**config.mk**
```make
export PLATFORM = sky130hd
export DESIGN_NAME = vga_timing_gen_flat
export DESIGN_NICKNAME = d
export VERILOG_FILES = /design/src/rtl/vga_timing_gen_pkg.sv /design/src/rtl/vga_timing_gen_if.sv /design/src/rtl/vga_timing_gen_axis_seq.sv /design/src/rtl/vga_timing_gen.sv /design/src/flat_wrapper.sv
export SDC_FILE = /design/constraint.sdc
export NUM_CORES = 1
export LEC_CHECK = 0
export CORE_MARGIN = 8
export CORE_UTILIZATION = 40
export CTS_CLUSTER_DIAMETER = 80
export DETAILED_ROUTE_END_ITERATION = 10
export SYNTH_ARGS = -nofsm -noshare
export SYNTH_HDL_FRONTEND = slang
export SYNTH_HIERARCHICAL = 1
export SYNTH_SLANG_ARGS = --single-unit
```
**constraint.sdc**
```tcl
create_clock -name clk -period 5.2 [get_ports clk]
set_input_delay 0.52 -clock clk [delete_from_list [all_inputs] [get_ports clk]]
set_output_delay 0.52 -clock clk [all_outputs]
set_load 0.05 [all_outputs]
```
**src/rtl/vga_timing_gen_pkg.sv**
```systemverilog
`default_nettype none
// ------------------------------------------------------------------------
// vga_timing_pkg: axis phase type, 640x480@60 defaults and width helpers. Rev 1.0
// ------------------------------------------------------------------------
package vga_timing_pkg;

   typedef enum logic [1:0] {
      PH_ACTIVE = 2'd0,
      PH_FP     = 2'd1,
      PH_SYNC   = 2'd2,
      PH_BP     = 2'd3
   } phase_e;

   localparam int DEF_H_ACTIVE = 640;
   localparam int DEF_H_FP     = 16;
   localparam int DEF_H_SYNC   = 96;
   localparam int DEF_H_BP     = 48;
   localparam int DEF_V_ACTIVE = 480;
   localparam int DEF_V_FP     = 10;
   localparam int DEF_V_SYNC   = 2;
   localparam int DEF_V_BP     = 33;
   localparam int DEF_CLK_DIV  = 4;

   // Bits needed to hold 0..value-1; never less than one bit.
   function automatic int clog2(input int value);
      int w;
      w = 1;
      while ((1 << w) < value) begin
         w = w + 1;
      end
      return w;
   endfunction

   function automatic int max4(input int a, input int b, input int c, input int d);
      int m;
      m = a;
      if (b > m) m = b;
      if (c > m) m = c;
      if (d > m) m = d;
      return m;
   endfunction

endpackage
`default_nettype wire

```
**src/rtl/vga_timing_gen_if.sv**
```systemverilog
`default_nettype none
// ------------------------------------------------------------------------
// vga_timing_gen_if: run control in, registered timing/position out. Rev 1.0
// ------------------------------------------------------------------------
interface vga_timing_gen_if #(
   parameter int XW = 10,
   parameter int YW = 9
);
   logic          run;
   logic          pix_ce;
   logic          hsync;
   logic          vsync;
   logic          active;
   logic          blanking;
   logic [XW-1:0] x;
   logic [YW-1:0] y;
   logic          line_start;
   logic          frame_start;

   modport master (
      input  run,
      output pix_ce, hsync, vsync, active, blanking, x, y, line_start, frame_start
   );

   modport slave (
      output run,
      input  pix_ce, hsync, vsync, active, blanking, x, y, line_start, frame_start
   );
endinterface
`default_nettype wire

```
**src/rtl/vga_timing_gen_axis_seq.sv**
```systemverilog
`default_nettype none
// ------------------------------------------------------------------------
// vga_axis_seq: one timing axis stepping ACTIVE->FP->SYNC->BP->ACTIVE. Rev 1.0
// ------------------------------------------------------------------------
module vga_axis_seq
   import vga_timing_pkg::*;
#(
   parameter int ACTIVE = 640,
   parameter int FP     = 16,
   parameter int SYNC   = 96,
   parameter int BP     = 48,
   parameter bit POL    = 1'b0,
   parameter int CW     = clog2(max4(ACTIVE, FP, SYNC, BP))
) (
   input  logic          clk,
   input  logic          rst,
   input  logic          step,
   output phase_e        phase,
   output logic [CW-1:0] count,
   output logic          sync,
   output logic          wrap
);

   phase_e        phase_q, phase_d;
   logic [CW-1:0] count_q, count_d;
   logic [CW-1:0] seg_last;
   logic          last;

   always_comb begin
      seg_last = CW'(ACTIVE - 1);
      case (phase_q)
         PH_FP:   seg_last = CW'(FP - 1);
         PH_SYNC: seg_last = CW'(SYNC - 1);
         PH_BP:   seg_last = CW'(BP - 1);
         default: seg_last = CW'(ACTIVE - 1);
      endcase
   end

   assign last = (count_q == seg_last);

   always_comb begin
      phase_d = phase_q;
      count_d = count_q;
      if (step) begin
         if (last) begin
            count_d = '0;
            case (phase_q)
               PH_ACTIVE: phase_d = PH_FP;
               PH_FP:     phase_d = PH_SYNC;
               PH_SYNC:   phase_d = PH_BP;
               default:   phase_d = PH_ACTIVE;
            endcase
         end else begin
            count_d = count_q + CW'(1);
         end
      end
   end

   always_ff @(posedge clk) begin
      if (rst) begin
         phase_q <= PH_ACTIVE;
         count_q <= '0;
      end else begin
         phase_q <= phase_d;
         count_q <= count_d;
      end
   end

   assign phase = phase_q;
   assign count = count_q;
   assign sync  = (phase_q == PH_SYNC) ? POL : ~POL;
   // Last unit of the back porch: the next step rolls this axis over.
   assign wrap  = (phase_q == PH_BP) && last;

endmodule
`default_nettype wire

```
**src/rtl/vga_timing_gen.sv**
```systemverilog
`default_nettype none
// ------------------------------------------------------------------------
// vga_timing_gen: parametrised VGA timing with pixel divider, run/pause, strobes. Rev 1.0
// ------------------------------------------------------------------------
module vga_timing_gen
   import vga_timing_pkg::*;
#(
   parameter int H_ACTIVE = DEF_H_ACTIVE,
   parameter int H_FP     = DEF_H_FP,
   parameter int H_SYNC   = DEF_H_SYNC,
   parameter int H_BP     = DEF_H_BP,
   parameter int V_ACTIVE = DEF_V_ACTIVE,
   parameter int V_FP     = DEF_V_FP,
   parameter int V_SYNC   = DEF_V_SYNC,
   parameter int V_BP     = DEF_V_BP,
   parameter bit H_POL    = 1'b0,
   parameter bit V_POL    = 1'b0,
   parameter int CLK_DIV  = DEF_CLK_DIV,
   parameter int XW       = 10,
   parameter int YW       = 9
) (
   input  logic             clk,
   input  logic             rst,
   vga_timing_gen_if.master bus
);

   localparam int            HCW      = clog2(max4(H_ACTIVE, H_FP, H_SYNC, H_BP));
   localparam int            VCW      = clog2(max4(V_ACTIVE, V_FP, V_SYNC, V_BP));
   localparam int            DW       = clog2(CLK_DIV);
   localparam logic [DW-1:0] DIV_LAST = DW'(CLK_DIV - 1);

   logic [DW-1:0]  div_q, div_d;
   logic           div_zero;
   logic           h_step, v_step;
   phase_e         h_phase, v_phase;
   logic [HCW-1:0] h_count;
   logic [VCW-1:0] v_count;
   logic           h_sync, v_sync;
   logic           h_wrap, v_wrap_unused;

   logic           active_d, line_start_d, frame_start_d;
   logic [XW-1:0]  x_d;
   logic [YW-1:0]  y_d;

   logic           pix_ce_q, hsync_q, vsync_q, active_q, blanking_q;
   logic           line_start_q, frame_start_q;
   logic [XW-1:0]  x_q;
   logic [YW-1:0]  y_q;

   assign div_zero = (div_q == '0);
   assign div_d    = (div_q == DIV_LAST) ? '0 : div_q + DW'(1);
   // The axes step on the edge ending a pixel period; the output register
   // picks up the new position one clk later, together with pix_ce.
   assign h_step   = bus.run && (div_q == DIV_LAST);
   assign v_step   = h_step && h_wrap;

   vga_axis_seq #(
      .ACTIVE (H_ACTIVE),
      .FP     (H_FP),
      .SYNC   (H_SYNC),
      .BP     (H_BP),
      .POL    (H_POL),
      .CW     (HCW)
   ) u_h_axis (
      .clk   (clk),
      .rst   (rst),
      .step  (h_step),
      .phase (h_phase),
      .count (h_count),
      .sync  (h_sync),
      .wrap  (h_wrap)
   );

   vga_axis_seq #(
      .ACTIVE (V_ACTIVE),
      .FP     (V_FP),
      .SYNC   (V_SYNC),
      .BP     (V_BP),
      .POL    (V_POL),
      .CW     (VCW)
   ) u_v_axis (
      .clk   (clk),
      .rst   (rst),
      .step  (v_step),
      .phase (v_phase),
      .count (v_count),
      .sync  (v_sync),
      .wrap  (v_wrap_unused)
   );

   always_comb begin
      active_d      = (h_phase == PH_ACTIVE) && (v_phase == PH_ACTIVE);
      x_d           = (h_phase == PH_ACTIVE) ? XW'(h_count) : '0;
      y_d           = (v_phase == PH_ACTIVE) ? YW'(v_count) : '0;
      line_start_d  = div_zero && (h_phase == PH_ACTIVE) && (h_count == '0);
      frame_start_d = line_start_d && (v_phase == PH_ACTIVE) && (v_count == '0);
   end

   always_ff @(posedge clk) begin
      if (rst) begin
         div_q         <= '0;
         pix_ce_q      <= 1'b0;
         hsync_q       <= ~H_POL;
         vsync_q       <= ~V_POL;
         active_q      <= 1'b0;
         blanking_q    <= 1'b1;
         x_q           <= '0;
         y_q           <= '0;
         line_start_q  <= 1'b0;
         frame_start_q <= 1'b0;
      end else if (bus.run) begin
         div_q         <= div_d;
         pix_ce_q      <= div_zero;
         hsync_q       <= h_sync;
         vsync_q       <= v_sync;
         active_q      <= active_d;
         blanking_q    <= ~active_d;
         x_q           <= x_d;
         y_q           <= y_d;
         line_start_q  <= line_start_d;
         frame_start_q <= frame_start_d;
      end else begin
         pix_ce_q      <= 1'b0;
         line_start_q  <= 1'b0;
         frame_start_q <= 1'b0;
      end
   end

   assign bus.pix_ce      = pix_ce_q;
   assign bus.hsync       = hsync_q;
   assign bus.vsync       = vsync_q;
   assign bus.active      = active_q;
   assign bus.blanking    = blanking_q;
   assign bus.x           = x_q;
   assign bus.y           = y_q;
   assign bus.line_start  = line_start_q;
   assign bus.frame_start = frame_start_q;

endmodule
`default_nettype wire
```
**src/flat_wrapper.sv**
```systemverilog
// flat-port wrapper written by rule: the top's interface ports become plain ports
module vga_timing_gen_flat import vga_timing_pkg::*;
#(
   parameter int H_ACTIVE = DEF_H_ACTIVE,
   parameter int H_FP     = DEF_H_FP,
   parameter int H_SYNC   = DEF_H_SYNC,
   parameter int H_BP     = DEF_H_BP,
   parameter int V_ACTIVE = DEF_V_ACTIVE,
   parameter int V_FP     = DEF_V_FP,
   parameter int V_SYNC   = DEF_V_SYNC,
   parameter int V_BP     = DEF_V_BP,
   parameter bit H_POL    = 1'b0,
   parameter bit V_POL    = 1'b0,
   parameter int CLK_DIV  = DEF_CLK_DIV,
   parameter int XW       = 10,
   parameter int YW       = 9
)
  (clk, rst, bus_run, bus_pix_ce, bus_hsync, bus_vsync, bus_active, bus_blanking, bus_x, bus_y, bus_line_start, bus_frame_start);
  vga_timing_gen_if #(.XW(XW), .YW(YW)) bus_i ();
  input  logic clk;
  input  logic rst;
  input wire logic [$bits(bus_i.run)-1:0] bus_run;
  output wire logic [$bits(bus_i.pix_ce)-1:0] bus_pix_ce;
  output wire logic [$bits(bus_i.hsync)-1:0] bus_hsync;
  output wire logic [$bits(bus_i.vsync)-1:0] bus_vsync;
  output wire logic [$bits(bus_i.active)-1:0] bus_active;
  output wire logic [$bits(bus_i.blanking)-1:0] bus_blanking;
  output wire logic [$bits(bus_i.x)-1:0] bus_x;
  output wire logic [$bits(bus_i.y)-1:0] bus_y;
  output wire logic [$bits(bus_i.line_start)-1:0] bus_line_start;
  output wire logic [$bits(bus_i.frame_start)-1:0] bus_frame_start;
  assign bus_i.run = bus_run;
  assign bus_pix_ce = bus_i.pix_ce;
  assign bus_hsync = bus_i.hsync;
  assign bus_vsync = bus_i.vsync;
  assign bus_active = bus_i.active;
  assign bus_blanking = bus_i.blanking;
  assign bus_x = bus_i.x;
  assign bus_y = bus_i.y;
  assign bus_line_start = bus_i.line_start;
  assign bus_frame_start = bus_i.frame_start;
  vga_timing_gen #(.H_ACTIVE(H_ACTIVE), .H_FP(H_FP), .H_SYNC(H_SYNC), .H_BP(H_BP), .V_ACTIVE(V_ACTIVE), .V_FP(V_FP), .V_SYNC(V_SYNC), .V_BP(V_BP), .H_POL(H_POL), .V_POL(V_POL), .CLK_DIV(CLK_DIV), .XW(XW), .YW(YW)) u_core (.clk(clk), .rst(rst), .bus(bus_i));
endmodule
```
Word level (Yosys, flattened, before mapping):

Cells that the tools add are included.

* register bits after elaboration: 51
* bits of input ports: 3
* output and inout bits: 26
* logic and storage cells: 55

* add/subtract/negate cells: 3
* equal/unequal tests: 9
* muxes and demuxes: 11
* bitwise logic cells: 2
* reductions and logical operators: 16

Operators with widths (number)
* $pmux W10 S3: 1
* $pmux W9 S3: 1
* $mux W10: 2
* $mux W9: 2
* $pmux W2 S3: 2
* $add A10 B1 Y10 const B: 1
* $eq A10 B10 Y1: 1
* $eq A2 B2 Y1 const B: 5
* $logic_not A10 Y1: 1
* $add A9 B1 Y9 const B: 1
* $eq A9 B9 Y1: 1
* $logic_not A9 Y1: 1
* $logic_and A1 B1 Y1: 8
* $logic_not A2 Y1: 3
* $eq A2 B1 Y1 const B: 2
* $reduce_and A2 Y1: 2
* $add A2 B1 Y2 const B: 1
* $mux W1: 2
* $mux W2: 1
* $not A1 Y1: 2
* $reduce_or A2 Y1: 1

Depth between registers and ports, before layout:

* depth after elaboration: 6
* depth in mapped cells: 11
* depth with buffers taken out: 10

Hierarchy:

The synthesis kept the hierarchy.

By module, submodules not included
* vga_timing_gen: times used 1, cells each 124, area each 1113.6 µm², sequential area each 560.5 µm²
* vga_axis_seq (u_core.u_h_axis): times used 1, cells each 73, area each 665.6 µm², sequential area each 240.2 µm²
* vga_axis_seq (u_core.u_v_axis): times used 1, cells each 72, area each 639.4 µm², sequential area each 220.2 µm²

Worst setup path after synthesis:

Ideal clock, no wire load.

* path kind: register to register
* from: register u_core.u_h_axis.phase_q[0], in the netlist u_core/u_h_axis/phase[0]
* to: register u_core.u_v_axis.count_q[7], in the netlist u_core/u_v_axis/count[7]
* library setup time: 115 ps
* arrival time: 2244 ps
* data required time: 5085 ps
* path slack: 2842 ps
* stages on the path, launching flop included: 12
* path buffers: 1
* period minus slack after synthesis: 2358 ps
* cells stage by stage: dfxtp_1 > inv_1 > ha_1 > or4_4 > nand2_1 > and3_1 > and3_1 > buf_4 > nand4_1 > nor3_1 > xnor2_1 > nor2_1

* longest elaborated chain between the ends: 5
* elaborated cells between the ends (all ways): 7
* those cells by class: eq/ne (4); mux (1); reduce/logical (2)

RTL lines
* from (decl): RTL line vga_timing_gen_axis_seq.sv:24 `phase_e phase_q, phase_d;`
* from (signal assigned): RTL line vga_timing_gen_axis_seq.sv:64 `phase_q <= phase_d;`
* $eq A2 B2 Y1 (tied with other cells): RTL line vga_timing_gen_axis_seq.sv:31, vga_timing_gen_axis_seq.sv:73
* $pmux W10 S3: RTL line vga_timing_gen_axis_seq.sv:31 `case (phase_q)`
* $eq A10 B10 Y1: RTL line vga_timing_gen_axis_seq.sv:39 `assign last = (count_q == seg_last);`
* $logic_and A1 B1 Y1 *: RTL line vga_timing_gen_axis_seq.sv:73 `assign wrap = (phase_q == PH_BP) && last;`
* net u_core.h_wrap: RTL line vga_timing_gen.sv:39 `logic h_wrap, v_wrap_unused;`
* $logic_and A1 B1 Y1 *: RTL line vga_timing_gen.sv:55 `assign v_step = h_step && h_wrap;`
* net u_core.v_step: RTL line vga_timing_gen.sv:34 `logic h_step, v_step;`
* to (signal assigned): RTL line vga_timing_gen_axis_seq.sv:65 `count_q <= count_d;`
* to (decl): RTL line vga_timing_gen_axis_seq.sv:25 `logic [CW-1:0] count_q, count_d;`

Mark *: on every way through the listed nets, which the timed path passes. The rest lies on a longest branch.
A chain may end at the register's enable or synchronous reset.

Worst setup path after layout:

* from: register u_core.u_h_axis.count_q[0], in the netlist u_core/u_h_axis/count[0]
* to: register u_core.u_v_axis.count_q[8], in the netlist u_core/u_v_axis/count[8]

* longest elaborated chain between the ends: 3

RTL lines (RTL line)
* from (decl): vga_timing_gen_axis_seq.sv:25
* from (signal assigned): vga_timing_gen_axis_seq.sv:65
* $eq A10 B10 Y1: vga_timing_gen_axis_seq.sv:39
* $logic_and A1 B1 Y1: vga_timing_gen_axis_seq.sv:73
* net u_core.h_wrap: vga_timing_gen.sv:39
* $logic_and A1 B1 Y1: vga_timing_gen.sv:55
* net u_core.v_step: vga_timing_gen.sv:34

The timed path passes the listed nets, and every way through them passes these cells.

==> flow_metrics.tcl <==
set metrics [dict create \
    outcome "completed" \
    rsz0062_at_grt "false" \
    hp-class "flop to flop" \
    drtPass1Iterations 4 \
    core_um2 5890 \
    dp_slack_ns 2.50 \
    crit_fanout 10 \
    fmax_mhz 364 \
    setup_slack_ns 2.46 \
    p_sw_share_pct 24.8 \
    tns_ns 0 \
    cp_top_family "simple AND/OR/NAND/NOR gates" \
    slowest_stage "dfxtp_1" \
    cts_tree "built" \
    syn-num-nets 283 \
    cts_buffer_depth 2 \
    gp_congestion 0.819 \
    dieArea_um2 8770 \
    syn_inst 268 \
    die_w_um 93.6 \
    p_clk_share_pct 34.2 \
    syn_area_per_cell_um2 9.00 \
    internal_power_uw 507 \
    cellPowerDensity_nw_per_um2 239 \
    crit_type "flop to flop" \
    cp_cell_sequence "ha_1 -> nor4bb_1 -> and4_1 -> and3_1 -> and3_1 -> nand4_1 -> nor3_1 -> xnor2_1 -> nor2_1" \
    grt_max_degree 33 \
    yosys_warnings 6 \
    pwr-share-comb_pct 6.8 \
    path_common_cell "and3_1" \
    synth_area_um2 2410 \
    cap_violations 0 \
    path_clk_slew_ns 0.10 \
    crit_path_max_incr_delay_ns 0.41 \
    start_util_pct 41.0 \
    wl_mm 5.10 \
    path_buf_inv 0 \
    die_h_um 93.6 \
    vias 1900 \
    cts_resized 0 \
    grt_pass1_wl_mm 8.65 \
    p_seq_share_pct 58.9 \
    grt_antenna_before_repair 0 \
    track_usage_pct 12.3 \
    fin_util_pct 47.9 \
    relSlewSlack_pct 46.5 \
    postCtsSetupRepairBufs 0 \
    p_leak_uw 0.00106 \
    drcViolationCount 0 \
    drive_above_1_share_pct 7.48 \
    ctsHoldBuffers 0 \
    postRouteAntennaNets 0 \
    pin_count 29 \
    diodes 0 \
    worst_clock_skew_ns 0.0109 \
    crit_path_end_kind "flop" \
    fin_cells 369 \
    area_delta_synth_final_pct 17.0 \
    clockRootBuffer "clkbuf_8" \
    worst_slew_pin_slew_ns 0.799 \
    grt_pass1_vias 1805 \
    critPathLaunchType "flop" \
    ir_drop_mv 0.125 \
    clk_latency_ns 0.31 \
    drt_iter0_drc 63 \
    final_nets 308 \
    p_switching_uw 168 \
    rows 28 \
    hold_violations 0 \
    grt-ovfl-total 0 \
    drv_slew 0 \
    r2r_slack_ns 2.46 \
    cts_made_buffers 5 \
    wire_per_inst_um 13.8 \
    worst-endpoint-arrival_ns 2.94 \
    period_needed_ns 2.74 \
    critPathRequiredTime_ns 5.39 \
    dpl.hpwl_mm 3.43 \
    place_inst 361 \
    viasPerCell 5.15 \
    setup_viol 0 \
    period_share_pct 52.8 \
    io_buffer_count 28 \
    power_uw 675 \
    ctsHtreeMaxLevel 2 \
    cts.sinks 51 \
]
[final timing paths]
| check | from | to | cells after the start |
|---|---|---|---|
| worst max-delay path | u_core/u_h_axis/count[0] | u_core/u_v_axis/count[8] | 9 |
| worst max register to register | u_core/u_h_axis/count[0] | u_core/u_v_axis/count[8] | 9 |
| worst min-delay path | u_core/bus.active | u_core/bus.active | 2 |
| worst min register to register | u_core/bus.active | u_core/bus.active | 2 |
[metal layers]
metal / wire length [um] / share of wire [%] / GRT usage [%] / vias to the layer above
met3: 284 / 5.6 / 3.77 / 8
met1: 2640 / 52 / 16.4 / 893
met2: 2060 / 40 / 17.3 / 33
li1: - / - / - / 966
met5: 0 / 0 / 0 / -
met4: 118 / 2.3 / 6.08 / 0
[cells in the final DEF, fill, tap and decap left out, types with 2 or more instances in the layout]
cell type / count
xor2_1: 13
nor2b_1: 20
o21ai_0: 2
o211ai_1: 2
nand4_1: 9
and4_1: 4
clkbuf_8: 5
xnor2_1: 10
a21oi_1: 23
and2_1: 2
buf_4: 2
nand3_1: 4
and3_1: 4
nor2_1: 45
nor4_1: 5
or2_2: 2
ha_1: 12
inv_1: 9
nor3_1: 4
mux2i_1: 4
nand2_1: 9
or4_4: 2
dfxtp_1: 51
clkdlybuf4s50_1: 28
a211o_1: 2
[registers in the layout, indices dropped and copies added (netlist names)]
signal / cells
u_core/bus.x: 10
u_core/u_h_axis/count: 10
u_core/bus.y: 9
u_core/u_v_axis/count: 9
u_core/div_q: 2
u_core/u_h_axis/phase: 2
u_core/u_v_axis/phase: 2
u_core/bus.active: 1
u_core/bus.blanking: 1
u_core/bus.frame_start: 1
u_core/bus.hsync: 1
u_core/bus.line_start: 1
u_core/bus.pix_ce: 1
u_core/bus.vsync: 1
[power groups by stage]
stage                     logic (uW)  registers, uW  clock network (uW)
after floorplan                 20.9            419                   0
after global placement          47.1            407                   0
after detailed placement        47.1            407                   0
after CTS                       47.2            398                 240
after global routing            50.2            399                 257
final                           46.0            398                 231
[worst reg2reg max path, delay by kind of cell, from the launching register on]
| kind | cells | cell delay (ns) |
|---|---|---|
| adders and majority gates | 1 | 0.27 |
| xor gates and xnor gates | 1 | 0.14 |
| DFF | 1 | 0.41 |
| and+or+nand+nor | 7 | 1.80 |
[metrics by stage]
stage,hold slack (ns),instance area [um^2]
after floorplan,0.487,2410
after global placement,0.460,2730
after detailed placement,0.471,2730
after CTS,0.485,2820
after global routing,0.515,2820
final,0.478,2820
[area by class of cell]
class                           count  area (um^2)
Sequential cell                    51         1020
Tap cell                           75         93.8
Clock buffer                        6         72.6
Timing Repair Buffer               30          295
Fill cell                         592         3070
Clock inverter                      2         16.3
Multi-Input combinational cell    196         1290
Inverter                            9         33.8
No activity file was read; power rests on OpenSTA's default activity.
